`config.mk`:
```
export PLATFORM = sky130hd
export DESIGN_NAME = seq_multiplier_flat
export DESIGN_NICKNAME = d
export VERILOG_FILES = /design/src/rtl/seq_multiplier_pkg.sv /design/src/rtl/seq_multiplier_if.sv /design/src/rtl/seq_multiplier_twos_abs.sv /design/src/rtl/seq_multiplier.sv /design/src/flat_wrapper.sv
export SDC_FILE = /design/constraint.sdc
export NUM_CORES = 1
export LEC_CHECK = 0
export BUFFER_PORTS_ARGS = -buffer_cell sky130_fd_sc_hd__buf_2
export CAP_MARGIN = 25
export CORE_UTILIZATION = 54
export CTS_BUF_LIST = sky130_fd_sc_hd__clkbuf_4 sky130_fd_sc_hd__clkbuf_8 sky130_fd_sc_hd__clkbuf_16
export DETAILED_ROUTE_END_ITERATION = 6
export GPL_ROUTABILITY_DRIVEN = 0
export MAX_ROUTING_LAYER = met4
export PLACE_DENSITY = 0.77
export SETUP_SLACK_MARGIN = 0.05
export SLEW_MARGIN = 20
export SYNTH_ARGS = -nofsm -noshare
export SYNTH_HDL_FRONTEND = slang
export SYNTH_SLANG_ARGS = --single-unit
export TNS_END_PERCENT = 20
```
`constraint.sdc`:
```
create_clock -name clk -period 3.6 [get_ports clk]
set_input_delay 1.08 -clock clk [delete_from_list [all_inputs] [get_ports clk]]
set_output_delay 1.08 -clock clk [all_outputs]
set_load 0.005 [all_outputs]
```
`src/rtl/seq_multiplier_pkg.sv`:
```
// Shared types and sizing helpers for the iterative shift-add multiplier.
package mult_pkg;

    typedef enum logic [1:0] {
        IDLE = 2'd0,
        RUN  = 2'd1,
        DONE = 2'd2
    } state_t;

    function automatic int clog2(input int w);
        int r;
        r = 0;
        while ((1 << r) < w) r++;
        return (r < 1) ? 1 : r;
    endfunction

    function automatic int pw(input int w);
        return 2 * w;
    endfunction

endpackage

```
`src/rtl/seq_multiplier_if.sv`:
```
// Request/response bundle between a multiply client and seq_multiplier.
interface seq_multiplier_if #(
    parameter int WIDTH = 8
) ();

    logic                 start;
    logic                 is_signed;
    logic [WIDTH-1:0]     top;
    logic [WIDTH-1:0]     bottom;
    logic                 busy;
    logic                 done;
    logic [2*WIDTH-1:0]   product;

    modport master (
        output start, is_signed, top, bottom,
        input  busy, done, product
    );

    modport slave (
        input  start, is_signed, top, bottom,
        output busy, done, product
    );

endinterface

```
`src/rtl/seq_multiplier_twos_abs.sv`:
```
// Optional two's-complement magnitude, widened by one bit so -2^(N-1) fits.
module twos_abs #(
    parameter int N = 8
) (
    input  logic [N-1:0] x,
    input  logic         en,
    output logic [N:0]   mag
);

    logic [N:0] w_ext;

    assign w_ext = {x[N-1], x};
    assign mag   = (en && x[N-1]) ? (~w_ext + 1'b1) : {1'b0, x};

endmodule

```
`src/rtl/seq_multiplier.sv`:
```
// Iterative shift-add multiplier: one partial product per clock, fixed
// WIDTH+1 cycle latency, signed or unsigned per operation.
module seq_multiplier
    import mult_pkg::*;
#(
    parameter int WIDTH = 8
) (
    input  logic              clk,
    input  logic              reset,
    seq_multiplier_if.slave   bus
);

    localparam int PW = pw(WIDTH);
    localparam int CW = clog2(WIDTH);
    localparam logic [CW-1:0] LAST = CW'(WIDTH - 1);

    state_t          r_state;
    logic [WIDTH:0]  r_mcand;
    logic [WIDTH:0]  r_mplier;
    logic            r_neg;
    logic [PW-1:0]   r_acc;
    logic [CW-1:0]   r_count;
    logic            r_busy;
    logic            r_done;
    logic [PW-1:0]   r_product;

    logic [WIDTH:0]  w_amag;
    logic [WIDTH:0]  w_bmag;
    logic [PW-1:0]   w_pp;
    logic [PW-1:0]   w_acc_next;
    logic [PW-1:0]   w_res;

    twos_abs #(.N(WIDTH)) u_abs_top (
        .x   (bus.top),
        .en  (bus.is_signed),
        .mag (w_amag)
    );

    twos_abs #(.N(WIDTH)) u_abs_bot (
        .x   (bus.bottom),
        .en  (bus.is_signed),
        .mag (w_bmag)
    );

    assign w_pp = r_mplier[0]
                ? ({{(PW-WIDTH-1){1'b0}}, r_mcand} << r_count)
                : '0;
    assign w_acc_next = r_acc + w_pp;
    // Sign is reapplied only once, on the final accumulator value.
    assign w_res = r_neg ? (~w_acc_next + 1'b1) : w_acc_next;

    always_ff @(posedge clk or posedge reset) begin
        if (reset) begin
            r_state   <= IDLE;
            r_mcand   <= '0;
            r_mplier  <= '0;
            r_neg     <= 1'b0;
            r_acc     <= '0;
            r_count   <= '0;
            r_busy    <= 1'b0;
            r_done    <= 1'b0;
            r_product <= '0;
        end else begin
            unique case (r_state)
                IDLE: begin
                    if (bus.start) begin
                        r_mcand  <= w_amag;
                        r_mplier <= w_bmag;
                        r_neg    <= bus.is_signed &
                                    (bus.top[WIDTH-1] ^ bus.bottom[WIDTH-1]);
                        r_acc    <= '0;
                        r_count  <= '0;
                        r_busy   <= 1'b1;
                        r_state  <= RUN;
                    end
                end
                RUN: begin
                    r_acc    <= w_acc_next;
                    r_mplier <= r_mplier >> 1;
                    r_count  <= r_count + CW'(1);
                    if (r_count == LAST) begin
                        r_product <= w_res;
                        r_done    <= 1'b1;
                        r_state   <= DONE;
                    end
                end
                DONE: begin
                    r_done  <= 1'b0;
                    r_busy  <= 1'b0;
                    r_state <= IDLE;
                end
                default: begin
                    r_state <= IDLE;
                end
            endcase
        end
    end

    assign bus.busy    = r_busy;
    assign bus.done    = r_done;
    assign bus.product = r_product;

endmodule

```
`src/flat_wrapper.sv`:
```
// flat-port wrapper written by rule: the top's interface ports become plain ports
module seq_multiplier_flat import mult_pkg::*;
#(
    parameter int WIDTH = 8
)
  (clk, reset, bus_start, bus_is_signed, bus_top, bus_bottom, bus_busy, bus_done, bus_product);
  seq_multiplier_if #(.WIDTH(WIDTH)) bus_i ();
  input  logic clk;
  input  logic reset;
  input wire logic [$bits(bus_i.start)-1:0] bus_start;
  input wire logic [$bits(bus_i.is_signed)-1:0] bus_is_signed;
  input wire logic [$bits(bus_i.top)-1:0] bus_top;
  input wire logic [$bits(bus_i.bottom)-1:0] bus_bottom;
  output wire logic [$bits(bus_i.busy)-1:0] bus_busy;
  output wire logic [$bits(bus_i.done)-1:0] bus_done;
  output wire logic [$bits(bus_i.product)-1:0] bus_product;
  assign bus_i.start = bus_start;
  assign bus_i.is_signed = bus_is_signed;
  assign bus_i.top = bus_top;
  assign bus_i.bottom = bus_bottom;
  assign bus_busy = bus_i.busy;
  assign bus_done = bus_i.done;
  assign bus_product = bus_i.product;
  seq_multiplier #(.WIDTH(WIDTH)) u_core (.clk(clk), .reset(reset), .bus(bus_i));
endmodule
```
* After elaboration in Yosys (flattened, before gate mapping) *
Cells that the tools add are included.

storage, ports and cells
  logic and storage cells = 54
  memories kept = 0
  bits in read-only memories = 0
  input bits = 20
  register bits = 58
  bits in writable memories = 0
  latch bits = 0
  output and inout bits = 18

operators by class
  $lt $le $gt $ge = 0
  shift operators = 1
  muxes and demuxes = 17
  reductions and logical operators = 12
  bitwise gates (word level) = 5
  divide/modulo/power cells = 0
  $add $sub $neg = 5
  equality and inequality tests = 5
  multipliers = 0

operators with widths
  cell                     number
  $mux W16                 3
  $pmux W16 S2             1
  $mux W9                  3
  $add A9 B1 Y9 const B    2
  $not A9 Y9               2
  $pmux W9 S2              1
  $add A16 B1 Y16 const B  1
  $add A16 B16 Y16         1
  $not A16 Y16             1
  $shl A9 B3 Y16           1
  $reduce_and A2 Y1        6
  $pmux W3 S2              1
  $reduce_bool A2 Y1       3
  $mux W2                  2
  $pmux W1 S2              2
  $pmux W2 S2              1
  $add A3 B1 Y3 const B    1
  $eq A3 B3 Y1 const B     1
  $mux W3                  1
  $eq A2 B1 Y1 const B     1
  $eq A2 B2 Y1 const B     1
  $logic_and A1 B1 Y1      2
  $logic_not A2 Y1         1
  $mux W1                  2
  4 further kinds          4

* Logic depth before layout (Yosys ltp) *
Gate-level depths: netlist of run 1.

  word-level depth = 6
  mapped depth = 16
  mapped depth without buffers = 15

* By module *
A second synthesis of run 1 with hierarchy kept.

unflattened totals
  cells, all modules = 487
  area total of the unflattened synthesis = 4013.8 um^2

by module, submodules not included
  module          instances  area an instance (um^2)  seq. area each (um^2)  cells an instance
  seq_multiplier  1          3686.0                   1451.4                 437
  twos_abs        2          163.9                    0.0                    25

* Least setup slack after synthesis of run 1 *
No wires, ideal clock.

  path kind = reg-to-reg
  start = register u_core.r_count[1]
  end = register u_core.r_product[14], in the netlist u_core.bus.product[14]
  stages on the path, launching flop included = 16
  path buffers = 2
  data required time = 3.532 ns
  setup time = 0.068 ns
  clock period less this slack = 3.721 ns
  setup slack = -0.121 ns
  arrival time = 3.653 ns
  path through = dfrtp_1 buf_1 mux2i_1 nor2_1 a31oi_1 nor2_1 ha_1 buf_2 o21a_1 a2111o_1 a21oi_1 xor2_2 nand3_1 a2111oi_1 mux2_2 nand2_1

on the way
  cells in the longest elaborated chain, start to end = 6
  elaborated cells between the ends (all ways) = 8
  those cells by class = add/sub (2); eq/ne (1); shift (1); mux (2); bitwise (1); reduce/logical (1)

RTL lines
  item                    line                  text
  start, declared         seq_multiplier.sv:22  logic [CW-1:0] r_count;
  start signal, assigned  seq_multiplier.sv:80  r_count <= r_count + CW'(1);
  $shl A9 B3 Y16          seq_multiplier.sv:46  ? ({{(PW-WIDTH-1){1'b0}}, r_mcand} << r_count)
  $mux W16                seq_multiplier.sv:46
  $add A16 B16 Y16        seq_multiplier.sv:48  assign w_acc_next = r_acc + w_pp;
  $not A16 Y16            seq_multiplier.sv:50  assign w_res = r_neg ? (~w_acc_next + 1'b1) : w_acc_next;
  $add A16 B1 Y16         seq_multiplier.sv:50
  $mux W16                seq_multiplier.sv:50
  end signal, assigned    seq_multiplier.sv:82  r_product <= w_res;
  end, declared           seq_multiplier.sv:25  logic [PW-1:0] r_product;

Parallel ways exist; a longest one is shown, timed or not.
A chain may end at the register's enable or synchronous reset.

* Worst setup path after layout of run 1 *
  start = register u_core.r_count[1]
  end = register u_core.r_product[15], in the netlist u_core.bus.product[15]

Same word-level chain as after synthesis.

==> metrics.txt, run 1 <==
CTS Hold Buffers Added 0; Initial Util 0.5605; share of layout cells above drive strength 1 0.2967; most common cell after layout, fill and taps aside nand2_1; initial DRC count 352; Min-Delay Path Depth 2; Final Setup Violations 0; CTS buffer count 9; Die Wd 88.77 um; Worst-Margin Slew 861.0 ps; Synth cell types 57; syn_nets 539; port buffer count 37; nets@finish 619; WP depth 16; vias per inst 6.044; Post-synth EDFFs 0; Die H 88.77 um; status finished clean; clk buf depth 2; Via Count 4122; Yosys Warn Count 0; Hold Path Class flip-flop to flip-flop; CTS tree done; H-tree Lvls 3; Std-Cell Core Area 0.007253 mm^2; Seq/Total Area, Yosys 0.3570; Num Clock Sinks 58; vias in the first global route 3788; Slowest cell on crit path dfrtp_2; largest net degree at the start of global routing 32; RSZ-0062 raised after global routing yes; WP data arrival 3890 ps; P per Cell Area 1166 mW/mm^2; Die ar. 0.007879 mm^2; Worst Path Required 3900 ps; gr ovfl total 0; Slew HR 0.4239; Antenna Cells 0; Clk Latency, worst-skew pair 360 ps; Final Power 6239 uW; max-slew violations 0; Rows 31; Remaining DRCs 0; Synth Flop Type dfrtp_1; clk_skew 15.34 ps; Seq cells post-synth 58; IO Pins 38; slowest stage delay, CP 440 ps; worst r2r src u_core.r_count[1]; gr usage total 0.3054; Post-DP HPWL 7516 um; period utilisation layout 0.9981; Cell Area, Placed 0.004603 mm^2; Buf/Inv on CP 2; CP cell instances buf_4, mux2i_2, nand2_1, o21ai_1, o21ai_0, and2_1, ha_4, nand2_1, nor3_4, o211ai_1, o2111ai_1, o311ai_1, buf_4, nor2_1, or4b_1, nand3_1; Critical R2R Capture u_core.bus.product[15]; Max FO, Critical Path 8; Max-Cap Viols 0; crit start category flip-flop; Mapped Cells 498; f_max 278.3 MHz; Routed WL per cell 17.47 um; most frequent cells in the layout 78 x nand2_1, 56 x dfrtp_1, 55 x buf_4, 44 x o21ai_0, 37 x buf_2; Filler cells 521; Setup CP Type flip-flop to flip-flop; initial antenna violation count 0; CP delay by family, top simple AND/OR/NAND/NOR gates; CTS root buffer clkbuf_8; DR pass1 iterations 5; synthesized area 0.004065 mm^2; Fin. Hold Viols 0; Tmin final 3593 ps; asr flop ratio synth 1.000; final wirelength 11920 um; final instance area 0.005353 mm^2; Max rail drop VDD 499.2 uV; Crit. Startpoint u_core.r_count[1]; clock transition at the registers of the reported paths 70 ps; R2R depth 16; leakage 0.002438 uW; CP Capture Type flip-flop; first-pass GRT wire length 17330 um; Final ANT Viol Nets 0; Syn-to-layout area delta 31.67%; reg-to-reg setup timing slack 7 ps; syn_area_per_cell 8.163 um^2; end point of the critical path u_core.bus.product[15]
[worst min-delay path, cell delays in order (launching register included)]
cell and delay (ps):
dfrtp_1 330, nand2_1 40, o21ai_0 60
[stage by stage]
step           setup TNS [ps]  worst slack, ps  cells  hold slack (ps)  utilization
2_1_floorplan               0            76.17    498            456.3            -
3_3_place_gp           -79.98           -53.06    653            457.2       0.6346
3_5_place_dp           -374.1           -183.5    653            466.8       0.6346
4_1_cts                     0            49.13    676            481.2       0.6869
5_1_grt                -346.9           -117.8    682            520.2       0.7380
6_report                    0            6.933    682            473.4       0.7380
[layout make-up]
class	count	area, um^2	share of cell area
multi-input cells	394	2850	0.5325
flip-flops and latches	58	1454	0.2716
repair buffers	93	609.3	0.1138
clock buffers	12	158.9	0.02969
well taps	99	123.9	0.02314
inverters	22	82.58	0.01543
clock inverters	4	73.82	0.01379
[flip-flops by register name (all words and copies together), names as in the netlist]
name and cells:
u_core.bus.busy 1, u_core.bus.done 1, u_core.bus.product 16, u_core.r_acc 16, u_core.r_count 3, u_core.r_mcand 9
u_core.r_mplier 9, u_core.r_neg 1, u_core.r_state 2
[how the worst min path moves through the flow]
stage,from,endpoint
CTS,u_core.bus.product[3],u_core.bus.product[3]
global route,u_core.bus.product[3],u_core.bus.product[3]
detailed placement,u_core.bus.product[3],u_core.bus.product[3]
global placement,u_core.bus.product[0],u_core.bus.product[0]
floorplan,u_core.r_acc[5],u_core.r_acc[5]
finish,u_core.bus.product[3],u_core.bus.product[3]
[what timing repair did]
item	in CTS	in global routing
setup buffers	7	5
resized for setup	22	65
setup endpoints to repair	5	8
pin swaps	9	24
[cell usage after synthesis, types with 3 or more instances]
master	instances	area [um^2]
a211oi_1	3	22.52
a21oi_1	24	120.1
a22oi_1	7	52.55
a31oi_1	6	37.54
and2_1	6	37.54
and3_1	5	31.28
clkbuf_1	19	71.32
dfrtp_1	58	1451
ha_1	20	250.2
inv_1	22	82.58
mux2_2	5	56.30
mux2i_1	10	100.1
nand2_1	78	292.8
nand2b_1	6	37.54
nand3_1	24	120.1
nand4_1	4	25.02
nor2_1	40	150.1
nor2b_1	5	31.28
nor3_1	12	60.06
nor3b_1	3	22.52
nor4b_1	3	26.28
o21a_1	3	22.52
o21ai_0	52	260.3
o21ai_1	4	20.02
o22ai_1	3	18.77
o31ai_1	3	22.52
or3_1	3	18.77
xnor2_1	21	183.9
xor2_1	10	87.58
[kinds of logic after synthesis]
logic type,Yosys count,share of synthesized area
buf+inv,46,0.04494
xor+xnor,32,0.07079
simple gates,193,0.2191
flops,58,0.3570
mux,15,0.03847
compound gates,133,0.2031
fa+ha+maj,21,0.06648
[routing by layer]
layer,vias to the layer above,track usage,part of all wire
li1,1924,-,-
met1,1955,0.3431,0.39
met3,65,0.06530,0.053
met5,-,-,0
met4,0,0.1613,0.057
met2,178,0.5091,0.50
[where the power goes]
part	total [uW]	switching, uW	internal, uW
registers	1210	262	950
clock network	728	292	436
logic	4300	2340	1960
total	6240	2900	3340
(Power assumes the default switching activity.)
==> inputs of run 2 (changes only) <==
BUFFER_PORTS_ARGS = not set   (was -buffer_cell sky130_fd_sc_hd__buf_2)
CORE_UTILIZATION = 58   (was 54)
DONT_BUFFER_PORTS = 1   (was not set)
PLACE_DENSITY = 0.76   (was 0.77)
==> metrics.txt, run 2 (synthesis results as in run 1) <==
status finished clean; CP Capture Type flip-flop; f_max 285.2 MHz (+2.5%); Die Wd 85.72 um (-3.4%); CTS root buffer clkbuf_8; worst r2r src u_core.r_count[1]; reg-to-reg setup timing slack 90 ps (+90 ps); HP Start u_core.bus.product[5]; period utilisation layout 0.9739 (-0.02415); Max-Cap Viols 0 (unchanged); Final ANT Viol Nets 0 (unchanged); IO Pins 38 (unchanged); Syn-to-layout area delta 26.19%; Via Count 3916 (-5.0%); leakage 0.002309 uW (-5.3%); most frequent cells in the layout 78 x nand2_1, 60 x buf_4, 57 x dfrtp_1, 45 x o21ai_0, 35 x nor2_1; pre-CTS WS -166.8 ps (+16.72 ps); gr usage total 0.3012 (-0.004127); Remaining DRCs 0 (unchanged); Final Power 6033 uW (-3.3%); Cell Area, Placed 0.004467 mm^2 (-3.0%); initial DRC count 281 (-20%); Crit. Startpoint u_core.r_count[1]; most common cell after layout, fill and taps aside nand2_1; initial antenna violation count 0 (unchanged); max-slew violations 0 (unchanged); final instance area 0.005130 mm^2 (-4.2%); Antenna Cells 0 (unchanged); Slew HR 0.3929 (-0.03101); Fin. Hold Viols 0 (unchanged); Std-Cell Core Area 0.006794 mm^2 (-6.3%); vias per inst 6.034 (-0.17%); Clk Latency, worst-skew pair 360 ps (about the same); Slowest cell on crit path or4b_1; final core utilization 0.7551 (+0.01710); CTS buffer count 9 (unchanged); crit start category flip-flop; Routed WL per cell 17.00 um (-2.7%); Num Clock Sinks 58 (unchanged); Die H 85.72 um (-3.4%); final wirelength 11030 um (-7.4%); CTS tree done; largest net degree at the start of global routing 59 (+84%); Tmin final 3506 ps (-86.92 ps); Post-DP HPWL 7295 um (-2.9%); first-pass GRT wire length 16640 um (-4.0%); port buffer count 0 (-100%); Worst-Margin Slew 907.4 ps (+46.34 ps); P per Cell Area 1176 mW/mm^2 (+0.90%); Rows 30 (-3.2%); clk buf depth 2 (unchanged); min setup slack post-route 93.86 ps (+86.92 ps); DR pass1 iterations 5 (unchanged); WP data arrival 3800 ps (-90 ps); Max FO, Critical Path 6 (-2); vias in the first global route 3665 (-3.2%); clock transition at the registers of the reported paths 80 ps (about the same); Worst Path Required 3900 ps (about the same); clk_skew 14.88 ps (-0.4602 ps); Die ar. 0.007348 mm^2 (-6.7%); Max rail drop VDD 497.3 uV (-0.38%); Final Setup Violations 0 (unchanged); gr ovfl total 0 (unchanged); RSZ-0062 raised after global routing yes; Setup CP Type flip-flop to flip-flop; nets@finish 589 (-4.8%); Initial Util 0.5983 (+0.03788); hold slack 502.9 ps (+29.48 ps); H-tree Lvls 3 (unchanged); Hold Path Class flip-flop to flip-flop; slowest stage delay, CP 470 ps (+30 ps); CP cell instances buf_6, mux2_4, and2_1, o311a_1, ha_4, a21oi_4, o22ai_2, or3_1, o211ai_2, nand3b_4, a211o_1, or4b_1, nand3_1; share of layout cells above drive strength 1 0.2550 (-0.04177)
==> run 2: worst paths after layout <==
path | cells past startpoint | end
max in group asynchronous | 2 | u_core.r_count[0]
min in group asynchronous | 2 | u_core.bus.product[15]
setup / recovery | 13 | u_core.bus.product[15]
setup reg to reg | 13 | u_core.bus.product[15]
hold / removal | 2 | u_core.bus.product[5]
hold reg to reg | 2 | u_core.bus.product[5]
==> run 2: worst max-delay path, delay by kind of cell (launching register included) <==
family	cells	cell delay [ps]
adders and majority gates	1	280
AOI/OAI and AO/OA	5	1100
buffers and inverters	1	150
DFF	1	410
and+or+nand+nor	5	1220
muxes	1	300
==> run 2: through the flow <==
stage	cells	TNS [ps]
after floorplan	498	0
final	649	0
after global placement	620	-42.99
after global routing	649	-149.9
after CTS	641	0
after detailed placement	620	-288.4
==> run 2: where the power goes <==
group / switching, uW / leakage (uW) / internal, uW
Combinational: 2220 / 0.00148 / 1910
Sequential: 271 / 0.000715 / 950
Clock: 288 / 0.000110 / 400
Total: 2770 / 0.00231 / 3260
==> run 2: cell type report <==
type	instances	area, um^2
fill	471	1664
tap	96	120.1
multi-input combinational	394	2769
clock buffer	10	131.4
clock inverter	6	90.09
sequential	58	1453
timing repair buffer	63	484.2
inverter	22	82.58
==> run 2: what timing repair did <==
| item | 4_1_cts | 5_1_grt |
|---|---|---|
| resized for setup | 12 | 62 |
| setup buffers | 5 | 7 |
| pin swaps | 3 | 21 |
| endpoints found under the setup margin | 5 | 8 |
| hold buffers | 0 | 0 |
==> run 2: per-layer routing <==
metal / wire (um) / GRT usage / vias up / share of wire
li1: - / - / 1859 / -
met1: 4736 / 0.3667 / 1887 / 0.43
met2: 5454 / 0.4960 / 143 / 0.49
met3: 576 / 0.05486 / 27 / 0.052
met4: 263 / 0.1227 / 0 / 0.024
met5: 0 / - / - / 0
==> inputs of run 3 (changes only) <==
PLACE_DENSITY = 0.79   (was 0.76)
==> metrics.txt, run 3 (synthesis results as in run 1) <==
clk_skew 10.55 ps (-4.326 ps); H-tree Lvls 3 (unchanged); DR pass1 iterations 5 (unchanged); share of layout cells above drive strength 1 0.2617 (+0.006760); gr ovfl total 0 (unchanged); leakage 0.002332 uW (+1.0%); WP data arrival 4010 ps (+210 ps); busiest layer in global routing met2; Num Clock Sinks 58 (unchanged); end point of the critical path u_core.bus.product[15]; most common cell after layout, fill and taps aside nand2_1; CTS tree done; Filler cells 461 (-2.1%); Final Setup Violations 1 (+1); Slew HR 0.4187 (+0.02581); Die Wd 85.72 um (unchanged); Sw Ratio 0.4569 (-0.003081); initial antenna violation count 0 (unchanged); Std-Cell Core Area 0.006794 mm^2 (unchanged); Max FO, Critical Path 8 (+2); Crit. Startpoint u_core.r_count[1]; hold slack 510.5 ps (+7.606 ps); CTS root buffer clkbuf_8; Seq pwr share 0.203 (about the same); RSZ-0062 raised after global routing yes; Initial Util 0.5983 (unchanged); P per Cell Area 1188 mW/mm^2 (+1.0%); vias per inst 6.220 (+3.1%); CP most frequent cell nand3_1; CP Capture Type flip-flop; Die ar. 0.007348 mm^2 (unchanged); gr usage total 0.2984 (-0.002855); Syn-to-layout area delta 27.76%; Worst Path Required 3890 ps (about the same); Via Count 4043 (+3.2%); Worst-Margin Slew 868.8 ps (-38.57 ps); status complete, but fails checks; Post-DP HPWL 7500 um (+2.8%); period utilisation layout 1.034 (+0.06055); nets@finish 590 (+0.17%); pre-CTS WS -209.7 ps (-42.94 ps); worst r2r src u_core.r_count[1]; max-slew violations 0 (unchanged); reg-to-reg setup timing slack -120 ps (-220 ps); sequential cell area 0.001454 mm^2 (about the same); R2R depth 13 (unchanged); IO Pins 38 (unchanged); clk buf depth 2 (unchanged); Antenna Cells 0 (unchanged); Critical R2R Capture u_core.bus.product[15]; GR Layer Usage met3 0.04909 (-0.005775); f_max 268.5 MHz (-5.9%); CP cell instances mux2_4, o21ai_2, mux2i_1, and2_1, ha_4, a211oi_1, nand3_1, o2111ai_1, nand2_1, xor2_2, a211o_1, or4b_1, nand3_1; Rows 30 (unchanged); most frequent cells in the layout 77 x nand2_1, 59 x buf_4, 56 x dfrtp_1, 45 x o21ai_0, 37 x nor2_1; Clk Latency, worst-skew pair 360 ps (about the same); Setup CP Type flip-flop to flip-flop; port buffer count 0 (unchanged); crit start category flip-flop; first-pass GRT wire length 16480 um (-0.95%); Multi-input gate area 0.002804 mm^2 (+1.3%); met2 usage 0.4662 (-0.02982); final wirelength 11340 um (+2.8%); failing checks negative setup slack; CTS buffer count 9 (unchanged); vias in the first global route 3569 (-2.6%); min setup slack post-route -124.1 ps (-218.0 ps); P_sw 2818 uW (+1.6%); Routed WL per cell 17.45 um (+2.7%); Max-Cap Viols 0 (unchanged); Slowest cell on crit path dfrtp_2; largest net degree at the start of global routing 38 (-36%); Die H 85.72 um (unchanged); Max rail drop VDD 534.0 uV (+7.4%); combinational share of power 0.683 (about the same); Final ANT Viol Nets 0 (unchanged); GR Layer Usage met1 0.3659 (-0.0007829); clock transition at the registers of the reported paths 70 ps (about the same); Hold Path Class flip-flop to flip-flop; initial DRC count 399 (+42%); Fin. Hold Viols 0 (unchanged); Remaining DRCs 0 (unchanged); Clock power frac 0.115 (about the same); Tmin final 3724 ps (+218.0 ps); internal power 3351 uW (+2.8%); slowest stage delay, CP 500 ps (+30 ps)
run 3: through the flow:
stage / power (uW) / cells / cell area, um^2 / utilization / TNS (ps)
finish: 6169 / 650 / 5194 / 0.7645 / -124.1
global route: 6553 / 650 / 5194 / 0.7645 / -390.0
CTS: 5276 / 637 / 4761 / 0.7007 / 0
detailed placement: 4428 / 618 / 4452 / 0.6552 / -532.7
global placement: 4320 / 618 / 4452 / 0.6552 / -287.9
floorplan: 3284 / 498 / 4076 / - / 0
run 3: power groups by stage:
stage	registers [uW]	clock network, uW	logic (uW)
finish	1250	709	4210
CTS	1210	715	3350
global placement	1200	0	3120
detailed placement	1210	0	3220
global route	1290	734	4530
floorplan	1110	0	2170
run 3: worst min-delay path by stage:
stage / slack, ps / start / cells after the start / end
global placement: 480 / u_core.r_acc[8] / 2 / u_core.r_acc[8]
detailed placement: 500 / u_core.r_mplier[3] / 2 / u_core.r_mplier[3]
floorplan: 460 / u_core.r_acc[5] / 2 / u_core.r_acc[5]
CTS: 510 / u_core.r_mplier[3] / 2 / u_core.r_mplier[3]
finish: 510 / u_core.bus.product[0] / 2 / u_core.bus.product[0]
global route: 540 / u_core.bus.product[1] / 2 / u_core.bus.product[1]
run 3: repair_timing:
action / in CTS / in global routing
hold buffers: 0 / 0
setup endpoints to repair: 6 / 7
pin swaps: 5 / 26
resized for setup: 14 / 71
buffers inserted: 3 / 12
run 3: cell type report:
cell class | count | area share
clock buffer | 12 | 0.03059
timing repair buffer | 64 | 0.09636
tap | 96 | 0.02313
multi-input combinational | 394 | 0.5399
inverter | 22 | 0.01590
sequential | 58 | 0.2799
clock inverter | 4 | 0.01421
run 3: critical path: cells and delay by family, from the launching register on:
kind                     cells  cell delay [ps]
XOR/XNOR                     1              210
multiplexers                 2              460
adder cells (fa/ha/maj)      1              240
AO/OA/AOI/OAI                4             1140
AND/OR/NAND/NOR              5             1090
flip-flops                   1              500
run 3: layer usage:
metal / vias to the layer above / part of all wire
met5: - / 0
met4: 0 / 0.043
met3: 52 / 0.059
met2: 197 / 0.48
met1: 1930 / 0.42
li1: 1864 / -
